**config.mk**
```make
export PLATFORM = sky130hd
export DESIGN_NAME = pc_gen
export DESIGN_NICKNAME = d
export VERILOG_FILES = /design/src/rtl/pc_gen.sv
export SDC_FILE = /design/constraint.sdc
export NUM_CORES = 1
export LEC_CHECK = 0
export CAP_MARGIN = 10
export CORE_MARGIN = 4
export CORE_UTILIZATION = 37
export DETAILED_ROUTE_END_ITERATION = 10
export GPL_ROUTABILITY_DRIVEN = 0
export PLACE_DENSITY = 0.87
export SLEW_MARGIN = 30
export SYNTH_ARGS = -nofsm -noshare
export SYNTH_HDL_FRONTEND = slang
export SYNTH_SLANG_ARGS = --single-unit
```
**constraint.sdc**
```tcl
create_clock -name clk -period 4.1 [get_ports clk]
set_input_delay 0.615 -clock clk [delete_from_list [all_inputs] [get_ports clk]]
set_output_delay 0.615 -clock clk [all_outputs]
set_load 0.02 [all_outputs]
```
**src/rtl/pc_gen.sv**
```systemverilog
// Fetch-stage program counter: reset/boot sequencing, redirect priority and optional BTB prediction.
// Optional feature macro: PC_GEN_BTB_EN (direct-mapped BTB with 2-bit counters).
module pc_gen #(
  parameter int               XLEN         = 32,
  parameter logic [XLEN-1:0]  RESET_VECTOR = '0,
  parameter int               BTB_ENTRIES  = 16,
  parameter int               EPOCH_W      = 2
) (
  input  logic               clk,
  input  logic               rst,
  input  logic               stall_i,
  input  logic               mispredict_i,
  input  logic [XLEN-1:0]    mispredict_target_i,
  input  logic               trap_i,
  input  logic [XLEN-1:0]    trap_vector_i,
  input  logic               btb_update_i,
  input  logic [XLEN-1:0]    btb_update_pc_i,
  input  logic [XLEN-1:0]    btb_update_target_i,
  input  logic               btb_update_taken_i,
  output logic [XLEN-1:0]    pc_o,
  output logic               pc_valid_o,
  output logic               pred_taken_o,
  output logic [XLEN-1:0]    pred_target_o,
  output logic [EPOCH_W-1:0] epoch_o,
  output logic               misaligned_o
);

  typedef enum logic [1:0] {RESET, BOOT, RUN} state_t;

  state_t state;

`ifdef PC_GEN_BTB_EN
  localparam int IW = $clog2(BTB_ENTRIES);
  localparam int TW = XLEN - IW - 2;

  logic [BTB_ENTRIES-1:0] btb_valid;
  logic [TW-1:0]          btb_tag    [BTB_ENTRIES];
  logic [XLEN-1:0]        btb_target [BTB_ENTRIES];
  logic [1:0]             btb_ctr    [BTB_ENTRIES];

  logic [IW-1:0] look_idx;
  logic [TW-1:0] look_tag;
  logic [IW-1:0] upd_idx;
  logic [TW-1:0] upd_tag;
  logic          upd_hit;
  logic [3:0]    unused_low_bits;

  assign look_idx        = pc_o[IW+1:2];
  assign look_tag        = pc_o[XLEN-1:IW+2];
  assign upd_idx         = btb_update_pc_i[IW+1:2];
  assign upd_tag         = btb_update_pc_i[XLEN-1:IW+2];
  assign upd_hit         = btb_valid[upd_idx] && (btb_tag[upd_idx] == upd_tag);
  assign unused_low_bits = {pc_o[1:0], btb_update_pc_i[1:0]};

  // Lookup reads the array directly, so a same-cycle update is only visible from the next cycle.
  assign pred_taken_o  = btb_valid[look_idx] && (btb_tag[look_idx] == look_tag) && btb_ctr[look_idx][1];
  assign pred_target_o = btb_target[look_idx];

  always_ff @(posedge clk) begin
    if (rst) begin
      btb_valid <= '0;
    end else if (btb_update_i && !upd_hit && btb_update_taken_i) begin
      btb_valid[upd_idx] <= 1'b1;
    end
  end

  // Payload needs no reset; a cleared valid bit masks whatever it holds.
  always_ff @(posedge clk) begin
    if (!rst && btb_update_i) begin
      if (upd_hit) begin
        if (btb_update_taken_i) begin
          btb_target[upd_idx] <= btb_update_target_i;
          if (btb_ctr[upd_idx] != 2'd3) btb_ctr[upd_idx] <= btb_ctr[upd_idx] + 2'd1;
        end else if (btb_ctr[upd_idx] != 2'd0) begin
          btb_ctr[upd_idx] <= btb_ctr[upd_idx] - 2'd1;
        end
      end else if (btb_update_taken_i) begin
        btb_tag[upd_idx]    <= upd_tag;
        btb_target[upd_idx] <= btb_update_target_i;
        btb_ctr[upd_idx]    <= 2'd2;
      end
    end
  end
`else
  logic unused_btb;

  assign pred_taken_o  = 1'b0;
  assign pred_target_o = '0;
  assign unused_btb    = ^{btb_update_i, btb_update_pc_i, btb_update_target_i,
                           btb_update_taken_i, 9'(BTB_ENTRIES)};
`endif

  // BOOT presents RESET_VECTOR without a valid fetch, then RUN resumes from the following word.
  always_ff @(posedge clk) begin
    if (rst) begin
      state        <= RESET;
      pc_o         <= RESET_VECTOR;
      pc_valid_o   <= 1'b0;
      epoch_o      <= '0;
      misaligned_o <= 1'b0;
    end else begin
      misaligned_o <= 1'b0;
      case (state)
        RESET: begin
          state      <= BOOT;
          pc_o       <= RESET_VECTOR;
          pc_valid_o <= 1'b0;
        end
        BOOT: begin
          state      <= RUN;
          pc_o       <= RESET_VECTOR + XLEN'(4);
          pc_valid_o <= 1'b1;
        end
        RUN: begin
          pc_valid_o <= 1'b1;
          if (trap_i) begin
            pc_o         <= {trap_vector_i[XLEN-1:2], 2'b00};
            misaligned_o <= |trap_vector_i[1:0];
            epoch_o      <= epoch_o + EPOCH_W'(1);
          end else if (mispredict_i) begin
            pc_o         <= {mispredict_target_i[XLEN-1:2], 2'b00};
            misaligned_o <= |mispredict_target_i[1:0];
            epoch_o      <= epoch_o + EPOCH_W'(1);
          end else if (stall_i) begin
            pc_o <= pc_o;
          end else if (pred_taken_o) begin
            pc_o <= pred_target_o;
          end else begin
            pc_o <= pc_o + XLEN'(4);
          end
        end
        default: begin
          state      <= RESET;
          pc_o       <= RESET_VECTOR;
          pc_valid_o <= 1'b0;
        end
      endcase
    end
  end

endmodule

```
---- Word-level counts from Yosys, hierarchy flattened ----
Cells that the tools add are included.
operators by class
  $add $sub $neg .......................... 2
  equal/unequal tests ..................... 3
  muxes and demuxes ....................... 10
  bitwise gates (word level) .............. 1
  reductions and logical operators ........ 7
operator list
  cell                     number
  $mux W32                 3
  $pmux W32 S2             1
  $add A32 B3 Y32 const B  1
  $reduce_or A2 Y1         4
  $pmux W2 S3              1
  $mux W2                  2
  $ne A4 B4 Y1 const B     1
  $mux W1                  3
  $add A2 B1 Y2 const B    1
  $eq A2 B1 Y1 const B     1
  $eq A2 B2 Y1 const B     1
  $logic_not A2 Y1         1
  $reduce_and A2 Y1        1
  $reduce_bool A2 Y1       1
  $not A1 Y1               1
storage, ports and cells
  flip-flop bits (word level) ............. 38
  input bits .............................. 135
  output and inout port bits .............. 69
  logic and storage cells ................. 28

---- Depth between registers and ports, before layout ----
Gate-level depths: netlist of run 1.
  depth in word-level cells ............... 5
  mapped depth ............................ 10

---- Worst setup path after synthesis of run 1 ----
No wires, ideal clock.
  path kind ............................... in2reg
  start point ............................. input port mispredict_i
  end point ............................... register pc_o[9]
  arrival time ............................ 1,806 ps
  setup slack ............................. 2,176 ps
  stages .................................. 6
  path buffers ............................ 2
  cells stage by stage .................... or3b_1 -> clkbuf_1 -> nand2_1 -> buf_2 -> o31ai_1 -> a32o_1
on the way
  cells in the longest elaborated chain, start to end .. 3
RTL lines
  what                  line  text
  from (decl)           12    input logic mispredict_i,
  $mux W32              120   end else if (mispredict_i) begin
  $mux W32              116   if (trap_i) begin
  $pmux W32 S2          103   case (state)
  to (signal assigned)  117   pc_o <= {trap_vector_i[XLEN-1:2], 2'b00};
  to (signal assigned)  121   pc_o <= {mispredict_target_i[XLEN-1:2], 2'b00};
  to (signal assigned)  125   pc_o <= pc_o;
  to (decl)             20    output logic [XLEN-1:0] pc_o,
Several ways; a longest one is shown, not always the timed one.
A chain may end at the register's enable or synchronous reset.

---- Worst setup path in the final report of run 1 ----
  start point ............................. input port trap_i
  end point ............................... register pc_o[5]
on the way
  cells in the longest elaborated chain, start to end .. 2
RTL lines
  what                  line  text
  from (decl)           14    input logic trap_i,
  $mux W32              116
  $pmux W32 S2          103
  to (signal assigned)  111   pc_o <= RESET_VECTOR + XLEN'(4);
  to (signal assigned)  117
  to (signal assigned)  121
Several ways; a longest one is shown, not always the timed one.

==> results_tabular.tex, run 1 <==
\begin{tabular}{lr}
\hline
Metric & Value \\
\hline
\multicolumn{2}{l}{\textbf{Timing}} \\
Slew Limit Headroom & 48.0\% \\
Crit share post-route & 69.5\% \\
Setup repair after global routing missed its margin & no \\
Slew at the pin with the worst max-slew slack & roughly 0.78 ns \\
Post-route setup TNS & 0 ns \\
Fin Clk Skew & 0.00732 ns \\
Hold Vio Cnt, Final & 0 \\
Pins over their slew limit & 0 \\
Final setup violation count & 0 \\
Top achievable clock speed & 351 MHz \\
Final Critical Period & 2.85 ns \\
\multicolumn{2}{l}{\textbf{Power and ir drop}} \\
Leakage power of the design & 1.30 nW \\
Overall power of the completed layout & 0.873 mW \\
IR drop worst, VDD & 109 uV \\
Power Dens Cells & around 230 nW/um\^{}2 \\
Logic pwr share & a little over a quarter \\
Share of power burned in registers & a little over two fifths \\
Clock power share & 30.6\% \\
Internal Power & 0.607 mW \\
Net switching power of the design & between 0.2 and 0.3 mW \\
Switching power as a share of total power & 30.5\% \\
\multicolumn{2}{l}{\textbf{Logic synthesis}} \\
Warning count from the yosys run & 0 \\
Largest family of logic cells by synthesized area & compound AO/OA/AOI/OAI gates \\
Avg Inst Size Synth & 7.57 sq um \\
Adder and majority gate portion of the synthesized area & 2.30\% \\
Post-Synthesis Cells & around 360 \\
Post-Synth XOR/XNOR Area & 2.90\% \\
Area share of the leading cell type in the synthesized netlist & a little over a quarter \\
Synthesized-area fraction occupied by ao, oa, aoi and oai cells & 27.4\% \\
Sequential-to-total area share from yosys stat & between 20\% and 30\% \\
Cell type with the highest aggregate area in the netlist & dfxtp\_1 \\
Synthesized-area fraction occupied by and/or/nand/nor cells & 25.2\% \\
Seq cells post-synth & 36 \\
Top post-synthesis cells by area & dfxtp\_1 27\%, buf\_4 9.9\%, o22ai\_1 5.3\% \\
Share of synthesized area spent on multiplexers & 1.10\% \\
Post-Synthesis Cell Area & 2720 sq um \\
Number of flops mapped to enable cells by yosys & 0 \\
Leading register cell type out of synthesis & dfxtp\_1 \\
FFs w/ async S/R, synth & 0\% \\
Number of distinct standard cells referenced by the synthesized netlist & 57 \\
\multicolumn{2}{l}{\textbf{Die}} \\
Die area & 8780 sq um \\
\# rows & 30 \\
Overall die width & 93.7 microns \\
Core box area & about 7000 sq um \\
Initial core utilization & 38.9\% \\
Count of pins on the block boundary & a little over 200 \\
Die Y & 93.7 microns \\
\multicolumn{2}{l}{\textbf{Critical path}} \\
Category of the critical setup timing path & in -> reg \\
CP endpoint kind & flop \\
CP startpoint kind & primary input \\
Arrival time at the worst endpoint & 3.04 ns \\
Critical path required time & $\sim$4.3 ns \\
Largest fanout on the critical path & 15 \\
\multicolumn{2}{l}{\textbf{Clock network}} \\
Cell chosen for the clock root & clkbuf\_8 \\
Buffers from clock root to sink, at most & 2 \\
Number of clock sinks & 36 \\
Setup repair bufs after CTS & 0 \\
Count of cells resized by post-cts repair & 0 \\
Inserted Clock Buffers & 5 \\
Clock transition time at the flip-flop clock pins of the worst setup and hold paths & 0.08 ns \\
H-tree levels & 2 \\
Cts hold-fix bufs & 0 \\
Worst-skew pair later-pin latency & 0.29 ns \\
TritonCTS clock tree & done \\
\multicolumn{2}{l}{\textbf{Layout}} \\
Most common library cell in the layout ignoring fill and taps & clkdlybuf4s50\_1 \\
Area taken by flip-flops and latches & 721 sq um \\
Ant. Diodes & 0 \\
Fraction of final layout cells sized beyond drive strength 1 & 3.99\% \\
Total area of multi-input combinational cells & 1740 sq um \\
Number of nets at the end of the flow & 590 \\
Commonest cells after routing, fill and taps aside & 102 x clkdlybuf4s50\_1, 36 x dfxtp\_1, 35 x conb\_1, 33 x nor2\_1, 24 x nand2\_1 \\
Synth-to-layout area growth & 38.5\% \\
Number of fillers in the final layout & 663 \\
\multicolumn{2}{l}{\textbf{Run}} \\
Count of max-cap constraint violations & 0 \\
\multicolumn{2}{l}{\textbf{Placement}} \\
DP HPWL & $\sim$7000 microns \\
Port Buffer Count & 102 \\
\multicolumn{2}{l}{\textbf{Routing}} \\
Vias post-DR & 3,196 \\
Number of design-rule violations left by the first detailed-router iteration & 327 \\
Remaining number of nets flagged by the antenna check after routing & 0 \\
Total DRC errors in the routed layout & 0 \\
Average wire length per cell after detail routing & 17.2 microns \\
Number of optimization iterations in the first detailed-route pass & 5 \\
Final WL & 9390 microns \\
Per-cell via count in the routed design & 5.84 \\
\multicolumn{2}{l}{\textbf{Worst hold path}} \\
Worst hold path class & reg -> reg \\
\multicolumn{2}{l}{\textbf{Global route}} \\
Overall routing resource usage & 20.4\% \\
Maximum number of pins on one net before global-route repair & 40 \\
Number of antenna violations at the first check in global routing & 0 \\
Global-route wire length before repair & 14,300 microns \\
Remaining global-route overflow & 0 \\
Vias in the first global route & 2,924 \\
\multicolumn{2}{l}{\textbf{Status}} \\
Outcome & finished clean \\
\hline
\end{tabular}
[cells by family (layout without fill, tap and decap cells)]
family	Yosys count	count (layout)
xor gates and xnor gates	9	9
muxes	3	3
adders and majority gates	5	5
AOI/OAI and AO/OA	111	111
and+or+nand+nor	128	128
other	1	35
buffers and inverters	66	124
DFF	36	36
[stage by stage]
step	util (%)	area (sq um)	setup WS [ns]	hold slack (ns)	instances
finish	53.9	3760	1.25	0.525	547
global route	53.9	3760	1.12	0.558	547
CTS	53.9	3760	1.29	0.510	547
detailed placement	52.6	3670	1.01	0.497	539
global placement	52.5	3670	1.07	0.489	539
floorplan	-	2850	2.18	0.490	393
[synthesized netlist by cell type, drive strengths merged, types with 4 or more instances]
cell    count
a21oi      16
a22oi       4
a31oi       9
a32o        4
and2        4
and4        4
buf        44
clkbuf     14
dfxtp      36
ha          5
inv         7
nand2      24
nand2b      4
nand3      20
nand4      11
nor2       33
nor3       11
o21ai      19
o22ai      23
o31ai       6
o32ai       6
xor2        8
[worst max-delay path: stages]
cell and delay [ns]:
clkdlybuf4s50_1 0.66, or3b_1 0.57, nand2_1 0.44, buf_4 0.29, nor3_1 0.09, a21o_1 0.20
a22o_1 0.17
[power by group through the flow]
stage	clock network (mW)	logic, mW	registers, mW
after detailed placement	0	0.229	0.383
after floorplan	0	0.136	0.390
after global routing	0.283	0.249	0.376
final	0.267	0.231	0.375
after CTS	0.269	0.230	0.375
after global placement	0	0.223	0.381
[metal layers]
metal,vias to the layer above,routed length [microns],global-route usage (%)
li1,1468,-,-
met1,1471,3630,24.3
met2,223,4440,33.9
met3,34,964,4.81
met4,0,350,10.8
met5,-,0,0
[path summary, 6_finish.rpt]
path	end	slack, ns	start	cells past startpoint
min	pc_o[23]	0.53	pc_o[23]	2
max	pc_o[5]	1.25	trap_i	7
min reg2reg	pc_o[23]	0.53	pc_o[23]	2
max reg2reg	pc_o[5]	1.67	state[0]	8
[area by class of cell]
class,count,share of cell area [%]
multi-input cells,291,46.1
repair buffers,108,28.3
flip-flops and latches,36,19.1
well taps,96,3.19
clock buffers,8,2.39
inverters,8,0.798
[sequential cells by signal (all words and copies together), names as in the netlist]
name          count
pc_o             30
epoch_o           2
state             2
pc_valid_o        1
misaligned_o      1
(Power assumes the default switching activity.)
==> run 2, diff against run 1 <==
--- a/config.mk
+++ b/config.mk
@@ -7,10 +7,10 @@
 export LEC_CHECK = 0
 export CAP_MARGIN = 10
 export CORE_MARGIN = 4
-export CORE_UTILIZATION = 37
+export CORE_UTILIZATION = 35
 export DETAILED_ROUTE_END_ITERATION = 10
 export GPL_ROUTABILITY_DRIVEN = 0
-export PLACE_DENSITY = 0.87
+export PLACE_DENSITY = 0.83
 export SLEW_MARGIN = 30
 export SYNTH_ARGS = -nofsm -noshare
 export SYNTH_HDL_FRONTEND = slang
==> constraint.sdc (replaced) <==
create_clock -name clk -period 2.81 [get_ports clk]
set_input_delay 0.4215 -clock clk [delete_from_list [all_inputs] [get_ports clk]]
set_output_delay 0.4215 -clock clk [all_outputs]
set_load 0.02 [all_outputs]
==> run 2 against run 1 <==
Net effect: die area up 5.2%; hold slack improved by 0.0034 ns; setup slack got worse by 0.66 ns; clock skew is 0.0010 ns lower; total power increased by 47%; combinational power is 49% higher; non-clock buffer count is 5 higher; first-iteration DRC count shrank 39%; largest power group unchanged.
==> results_tabular.tex, run 2 (synthesized netlist as in run 1, its figures left out) <==
\begin{tabular}{lr}
\hline
Metric & Value \\
\hline
\multicolumn{2}{l}{\textbf{Placement}} \\
Port Buffer Count & 102 \\
Post-Place Worst Slack & 0.315 ns \\
DP Area & around 3700 sq um \\
Cell count after placement & 547 \\
DP HPWL & 7100 microns \\
\multicolumn{2}{l}{\textbf{Layout}} \\
Fraction of final layout cells sized beyond drive strength 1 & 4.82\% \\
Non-filler cells, final & 555 \\
Core occupancy in the finished layout & about half \\
Largest regs & pc\_o: 30 flops, epoch\_o: 2 flops, state: 2 flops \\
Register name with the most flops & pc\_o \\
Fin area & around 3800 sq um \\
Number of nets at the end of the flow & 595 \\
Area taken by flip-flops and latches & 721 sq um \\
Number of fillers in the final layout & between 600 and 700 \\
Total area of multi-input combinational cells & 1730 sq um \\
Most common library cell in the layout ignoring fill and taps & clkdlybuf4s50\_1 \\
Max FFs per register & 30 \\
Commonest cells after routing, fill and taps aside & 102 x clkdlybuf4s50\_1, 36 x dfxtp\_1, 35 x conb\_1, 33 x nor2\_1, 24 x nand2\_1 \\
Ant. Diodes & 0 \\
Synth-to-layout area growth & 40.3\% \\
\multicolumn{2}{l}{\textbf{Timing}} \\
Final setup violation count & 0 \\
Hold Vio Cnt, Final & 0 \\
Fin Clk Skew & $\sim$0.0063 ns \\
Final worst-path setup slack & around 0.59 ns \\
Pins over their slew limit & 0 \\
Setup repair after global routing missed its margin & no \\
Slew at the pin with the worst max-slew slack & 0.686 ns \\
Final Critical Period & between 2 and 2.5 ns \\
Crit share post-route & 79.1\% \\
Post-route setup TNS & 0 ns \\
Top achievable clock speed & 450 MHz \\
Slew Limit Headroom & 54.1\% \\
Final hold slack & roughly 0.53 ns \\
\multicolumn{2}{l}{\textbf{Global route}} \\
Maximum number of pins on one net before global-route repair & 28 \\
Overall routing resource usage & 19.9\% \\
Number of antenna violations at the first check in global routing & 0 \\
Global-route wire length before repair & 14,300 microns \\
Remaining global-route overflow & 0 \\
Vias in the first global route & just over 3,000 \\
\multicolumn{2}{l}{\textbf{Routing}} \\
Number of design-rule violations left by the first detailed-router iteration & 198 \\
Per-cell via count in the routed design & 5.59 \\
Met2 routed WL & 4740 microns \\
Number of optimization iterations in the first detailed-route pass & 7 \\
Total DRC errors in the routed layout & 0 \\
Final WL & 9410 microns \\
Average wire length per cell after detail routing & $\sim$17 microns \\
Remaining number of nets flagged by the antenna check after routing & 0 \\
Vias post-DR & roughly 3,100 \\
Met3 layer wire length in the routed design & between 900 and 1000 microns \\
Max Used Layer & met4 \\
Routed met1 length & 3640 microns \\
\multicolumn{2}{l}{\textbf{Critical path}} \\
CP startpoint kind & primary input \\
Arrival time at the worst endpoint & 2.44 ns \\
Timing endpoint of the critical path & pc\_o[16] \\
CP startpoint & trap\_i \\
Largest fanout on the critical path & 24 \\
Worst r2r dst & pc\_o[28] \\
FF-to-FF path depth & 6 \\
Startpoint of the worst-slack reg-to-reg timing path & pc\_o[2] \\
CP endpoint kind & flop \\
R2r setup slk & 0.61 ns \\
Critical path required time & 3.03 ns \\
Category of the critical setup timing path & in -> reg \\
\multicolumn{2}{l}{\textbf{Clock network}} \\
Number of clock sinks & 36 \\
H-tree levels & 2 \\
Clock transition time at the flip-flop clock pins of the worst setup and hold paths & 0.07 ns \\
Worst-skew pair later-pin latency & 0.29 ns \\
Setup repair bufs after CTS & 0 \\
Inserted Clock Buffers & 5 \\
Count of cells resized by post-cts repair & 0 \\
TritonCTS clock tree & done \\
Cell chosen for the clock root & clkbuf\_8 \\
Cts hold-fix bufs & 0 \\
Buffers from clock root to sink, at most & 2 \\
\multicolumn{2}{l}{\textbf{Die}} \\
Die Y & $\sim$96 microns \\
Die area & just over 9000 sq um \\
Count of pins on the block boundary & approximately 200 \\
\# rows & 31 \\
Core box area & 7410 sq um \\
Overall die width & roughly 96 microns \\
Initial core utilization & approximately 37\% \\
\multicolumn{2}{l}{\textbf{Power and ir drop}} \\
Overall power of the completed layout & 1.28 mW \\
Leakage power of the design & about 1.3 nW \\
Power Dens Cells & 336 nW/um\^{}2 \\
IR drop worst, VDD & between 100 and 150 uV \\
\multicolumn{2}{l}{\textbf{Status}} \\
Outcome & finished clean \\
\multicolumn{2}{l}{\textbf{Run}} \\
Count of max-cap constraint violations & 0 \\
\multicolumn{2}{l}{\textbf{Worst hold path}} \\
Worst hold path class & reg -> reg \\
\hline
\end{tabular}
-- run 2: cell count changes in the layout (fill, tap and decap cells not counted), sizes merged --
cell	change
buf	+5
-- run 2: routing by layer --
layer  vias up  GRT usage [%]
met5         -              0
met3        14           5.71
met4         0           6.16
li1       1477              -
met2       168           35.9
met1      1444           22.5
-- run 2: worst max-delay path, stage by stage --
cell             delay (ns)
clkdlybuf4s50_1        0.61
buf_4                  0.20
nand2b_1               0.17
buf_4                  0.31
o22ai_1                0.15
a211oi_1               0.26
o21ai_0                0.14
a21oi_1                0.17
-- run 2: area by class of cell --
cell class,instances,share of cell area [%]
Sequential cell,36,18.9
Multi-Input combinational cell,291,45.4
Timing Repair Buffer,113,29.3
Tap cell,99,3.25
Inverter,8,0.788
Clock buffer,8,2.36
-- run 2: how the worst min path moves through the flow --
stage | start | end | slack [ns] | cells after the start
after detailed placement | pc_o[15] | pc_o[15] | 0.51 | 2
after floorplan | state[1] | state[1] | 0.49 | 2
final | pc_o[25] | pc_o[25] | 0.53 | 2
after CTS | pc_o[25] | pc_o[25] | 0.53 | 2
after global placement | pc_o[25] | pc_o[25] | 0.49 | 2
after global routing | pc_o[23] | pc_o[23] | 0.56 | 2
-- run 2: power by group --
group          internal (mW)  switching [mW]  leakage (nW)
Sequential             0.527          0.0201         0.291
Clock                  0.200           0.190        0.0455
Combinational          0.165           0.180         0.991
==> run 3, diff against run 2 <==
--- a/config.mk
+++ b/config.mk
@@ -7,10 +7,10 @@
 export LEC_CHECK = 0
 export CAP_MARGIN = 10
 export CORE_MARGIN = 4
-export CORE_UTILIZATION = 35
+export CORE_UTILIZATION = 31
 export DETAILED_ROUTE_END_ITERATION = 10
 export GPL_ROUTABILITY_DRIVEN = 0
-export PLACE_DENSITY = 0.83
+export PLACE_DENSITY = 0.77
 export SLEW_MARGIN = 30
 export SYNTH_ARGS = -nofsm -noshare
 export SYNTH_HDL_FRONTEND = slang
==> constraint.sdc (replaced) <==
create_clock -name clk -period 1.95 [get_ports clk]
set_input_delay 0.2925 -clock clk [delete_from_list [all_inputs] [get_ports clk]]
set_output_delay 0.2925 -clock clk [all_outputs]
set_load 0.02 [all_outputs]
==> run 3 against run 2 <==
Net effect: routed wire length is 0.36% higher; core utilization is 0.98 points lower; clock power is 44% higher; non-clock buffer count is 44 higher; cell count is 9.0% higher; final area is 11% higher; sequential cell count stayed put; total power is 48% higher; setup slack worse by 0.47 ns; global-route usage is 2.4 points lower; register-to-register slack worse by 0.49 ns; die area is 12% higher; critical endpoint is now pc_o[21].
==> results_tabular.tex, run 3 (synthesized netlist as in run 1, its figures left out) <==
\begin{tabular}{lr}
\hline
Metric & Value \\
\hline
\multicolumn{2}{l}{\textbf{Global route}} \\
Overall routing resource usage & 17.6\% \\
Vias in the first global route & about 3,100 \\
Global-route wire length before repair & 14,700 microns \\
Number of antenna violations at the first check in global routing & 0 \\
Maximum number of pins on one net before global-route repair & 29 \\
Remaining global-route overflow & 0 \\
\multicolumn{2}{l}{\textbf{Timing}} \\
Final setup violation count & 0 \\
Final Critical Period & 1.83 ns \\
Pins over their slew limit & 0 \\
Post-route setup TNS & 0 ns \\
Hold Vio Cnt, Final & 0 \\
Fin Clk Skew & approximately 0.0033 ns \\
Crit share post-route & 94.1\% \\
Top achievable clock speed & 545 MHz \\
\multicolumn{2}{l}{\textbf{Clock network}} \\
Buffers from clock root to sink, at most & 2 \\
H-tree levels & 2 \\
Inserted Clock Buffers & 5 \\
Cell chosen for the clock root & clkbuf\_8 \\
Worst-skew pair later-pin latency & 0.29 ns \\
Setup repair bufs after CTS & 0 \\
Clock transition time at the flip-flop clock pins of the worst setup and hold paths & 0.07 ns \\
TritonCTS clock tree & done \\
Number of clock sinks & 36 \\
\multicolumn{2}{l}{\textbf{Placement}} \\
DP HPWL & approximately 7500 microns \\
Cell count after placement & 597 \\
Port Buffer Count & 102 \\
\multicolumn{2}{l}{\textbf{Layout}} \\
Register name with the most flops & pc\_o \\
Synth-to-layout area growth & 55.7\% \\
Largest regs & pc\_o: 30 flops, epoch\_o: 2 flops, state: 2 flops \\
Commonest cells after routing, fill and taps aside & 102 x clkdlybuf4s50\_1, 52 x buf\_4, 35 x conb\_1, 33 x dfxtp\_1, 32 x nor2\_1 \\
Ant. Diodes & 0 \\
Number of fillers in the final layout & 798 \\
Most common library cell in the layout ignoring fill and taps & clkdlybuf4s50\_1 \\
Fraction of final layout cells sized beyond drive strength 1 & 16.4\% \\
Max FFs per register & 30 \\
Number of nets at the end of the flow & $\sim$640 \\
Area taken by flip-flops and latches & 724 sq um \\
Total area of multi-input combinational cells & approximately 1800 sq um \\
Non-filler cells, final & 605 \\
\multicolumn{2}{l}{\textbf{Status}} \\
Outcome & finished clean \\
\multicolumn{2}{l}{\textbf{Die}} \\
Die Y & 102 microns \\
Overall die width & 102 microns \\
\# rows & 33 \\
Die area & 10,300 sq um \\
Initial core utilization & 32.4\% \\
Core box area & 8380 sq um \\
Count of pins on the block boundary & around 200 \\
\multicolumn{2}{l}{\textbf{Power and ir drop}} \\
Net switching power of the design & 0.571 mW \\
Leakage power of the design & 1.56 nW \\
IR drop worst, VDD & 213 uV \\
Clock power share & 29.5\% \\
Power Dens Cells & $\sim$450 nW/um\^{}2 \\
Share of power burned in registers & 41.2\% \\
Logic pwr share & 29.3\% \\
Internal Power & 1.33 mW \\
Switching power as a share of total power & a little under a third \\
\multicolumn{2}{l}{\textbf{Critical path}} \\
CP endpoint kind & flop \\
Max incr delay on CP & 0.50 ns \\
CP top delay family & simple AND/OR/NAND/NOR gates \\
Logic depth of the worst path, buffers included & 7 \\
Slowest stage cell, crit path & or4\_1 \\
Largest fanout on the critical path & 12 \\
Number of buffer and inverter stages on the critical path & 2 \\
Arrival time at the worst endpoint & 2.05 ns \\
CP startpoint kind & flop \\
Category of the critical setup timing path & reg -> reg \\
FF-to-FF path depth & 7 \\
Critical path cell sequence & inv\_1 > ha\_4 > and2\_4 > nand2\_2 > buf\_6 > or4\_1 > a31oi\_1 \\
Critical path required time & 2.17 ns \\
\multicolumn{2}{l}{\textbf{Worst hold path}} \\
Worst hold path class & reg -> reg \\
Hold Path Cell Cnt & 2 \\
\multicolumn{2}{l}{\textbf{Routing}} \\
Number of design-rule violations left by the first detailed-router iteration & 184 \\
Vias post-DR & 3,240 \\
Total DRC errors in the routed layout & 0 \\
Average wire length per cell after detail routing & approximately 16 microns \\
Per-cell via count in the routed design & $\sim$5.4 \\
Number of optimization iterations in the first detailed-route pass & 4 \\
Final WL & 9450 microns \\
Remaining number of nets flagged by the antenna check after routing & 0 \\
\multicolumn{2}{l}{\textbf{Run}} \\
Count of max-cap constraint violations & 0 \\
\hline
\end{tabular}
[run 3: worst paths after layout]
check                           startpoint       end  slack [ns]
worst min-delay path              state[1]  state[1]        0.52
worst min register to register    state[1]  state[1]        0.52
worst max register to register    state[1]  pc_o[21]        0.12
worst max-delay path              state[1]  pc_o[21]        0.12
[run 3: what timing repair did]
action                     CTS  global route
setup endpoints to repair   11            16
pin swaps                    0             2
resized for setup            3            15
hold buffers                 0             0
[run 3: power by group through the flow]
| stage | combinational, mW | sequential [mW] | clock [mW] |
|---|---|---|---|
| floorplan | 0.287 | 0.820 | 0 |
| global placement | 0.529 | 0.797 | 0 |
| detailed placement | 0.539 | 0.799 | 0 |
| CTS | 0.544 | 0.783 | 0.568 |
| global route | 0.600 | 0.789 | 0.602 |
| finish | 0.558 | 0.784 | 0.562 |
[run 3: stage by stage]
step | utilization (%) | hold slack (ns) | worst slack [ns] | power [mW] | cell area, sq um
after global placement | 48.6 | 0.490 | -0.215 | 1.33 | 4070
after global routing | 50.5 | 0.558 | -0.0240 | 1.99 | 4230
after floorplan | - | 0.489 | 0.103 | 1.11 | 2850
after CTS | 49.7 | 0.513 | 0.00125 | 1.89 | 4170
final | 50.5 | 0.519 | 0.115 | 1.90 | 4230
after detailed placement | 48.6 | 0.503 | -0.230 | 1.34 | 4070
[run 3: per-layer routing]
metal	vias to the layer above	part of all wire, %	GRT usage [%]
met5	-	0	0
met4	0	2.4	5.83
met3	20	8.8	3.65
met2	145	49	30.4
met1	1513	40	21.7
li1	1562	-	-
[run 3: area by class of cell]
cell class | instances | area share (%)
flip-flops and latches | 36 | 17.1
clock buffers | 8 | 2.13
well taps | 105 | 3.10
inverters | 8 | 0.710
multi-input cells | 291 | 42.4
repair buffers | 157 | 34.6
[run 3: tightest hold or removal path, delay by kind of cell, from the launching register on]
kind	cells	cell delay [ns]
flip-flops	1	0.34
multiplexers	1	0.07
AND/OR/NAND/NOR	1	0.08
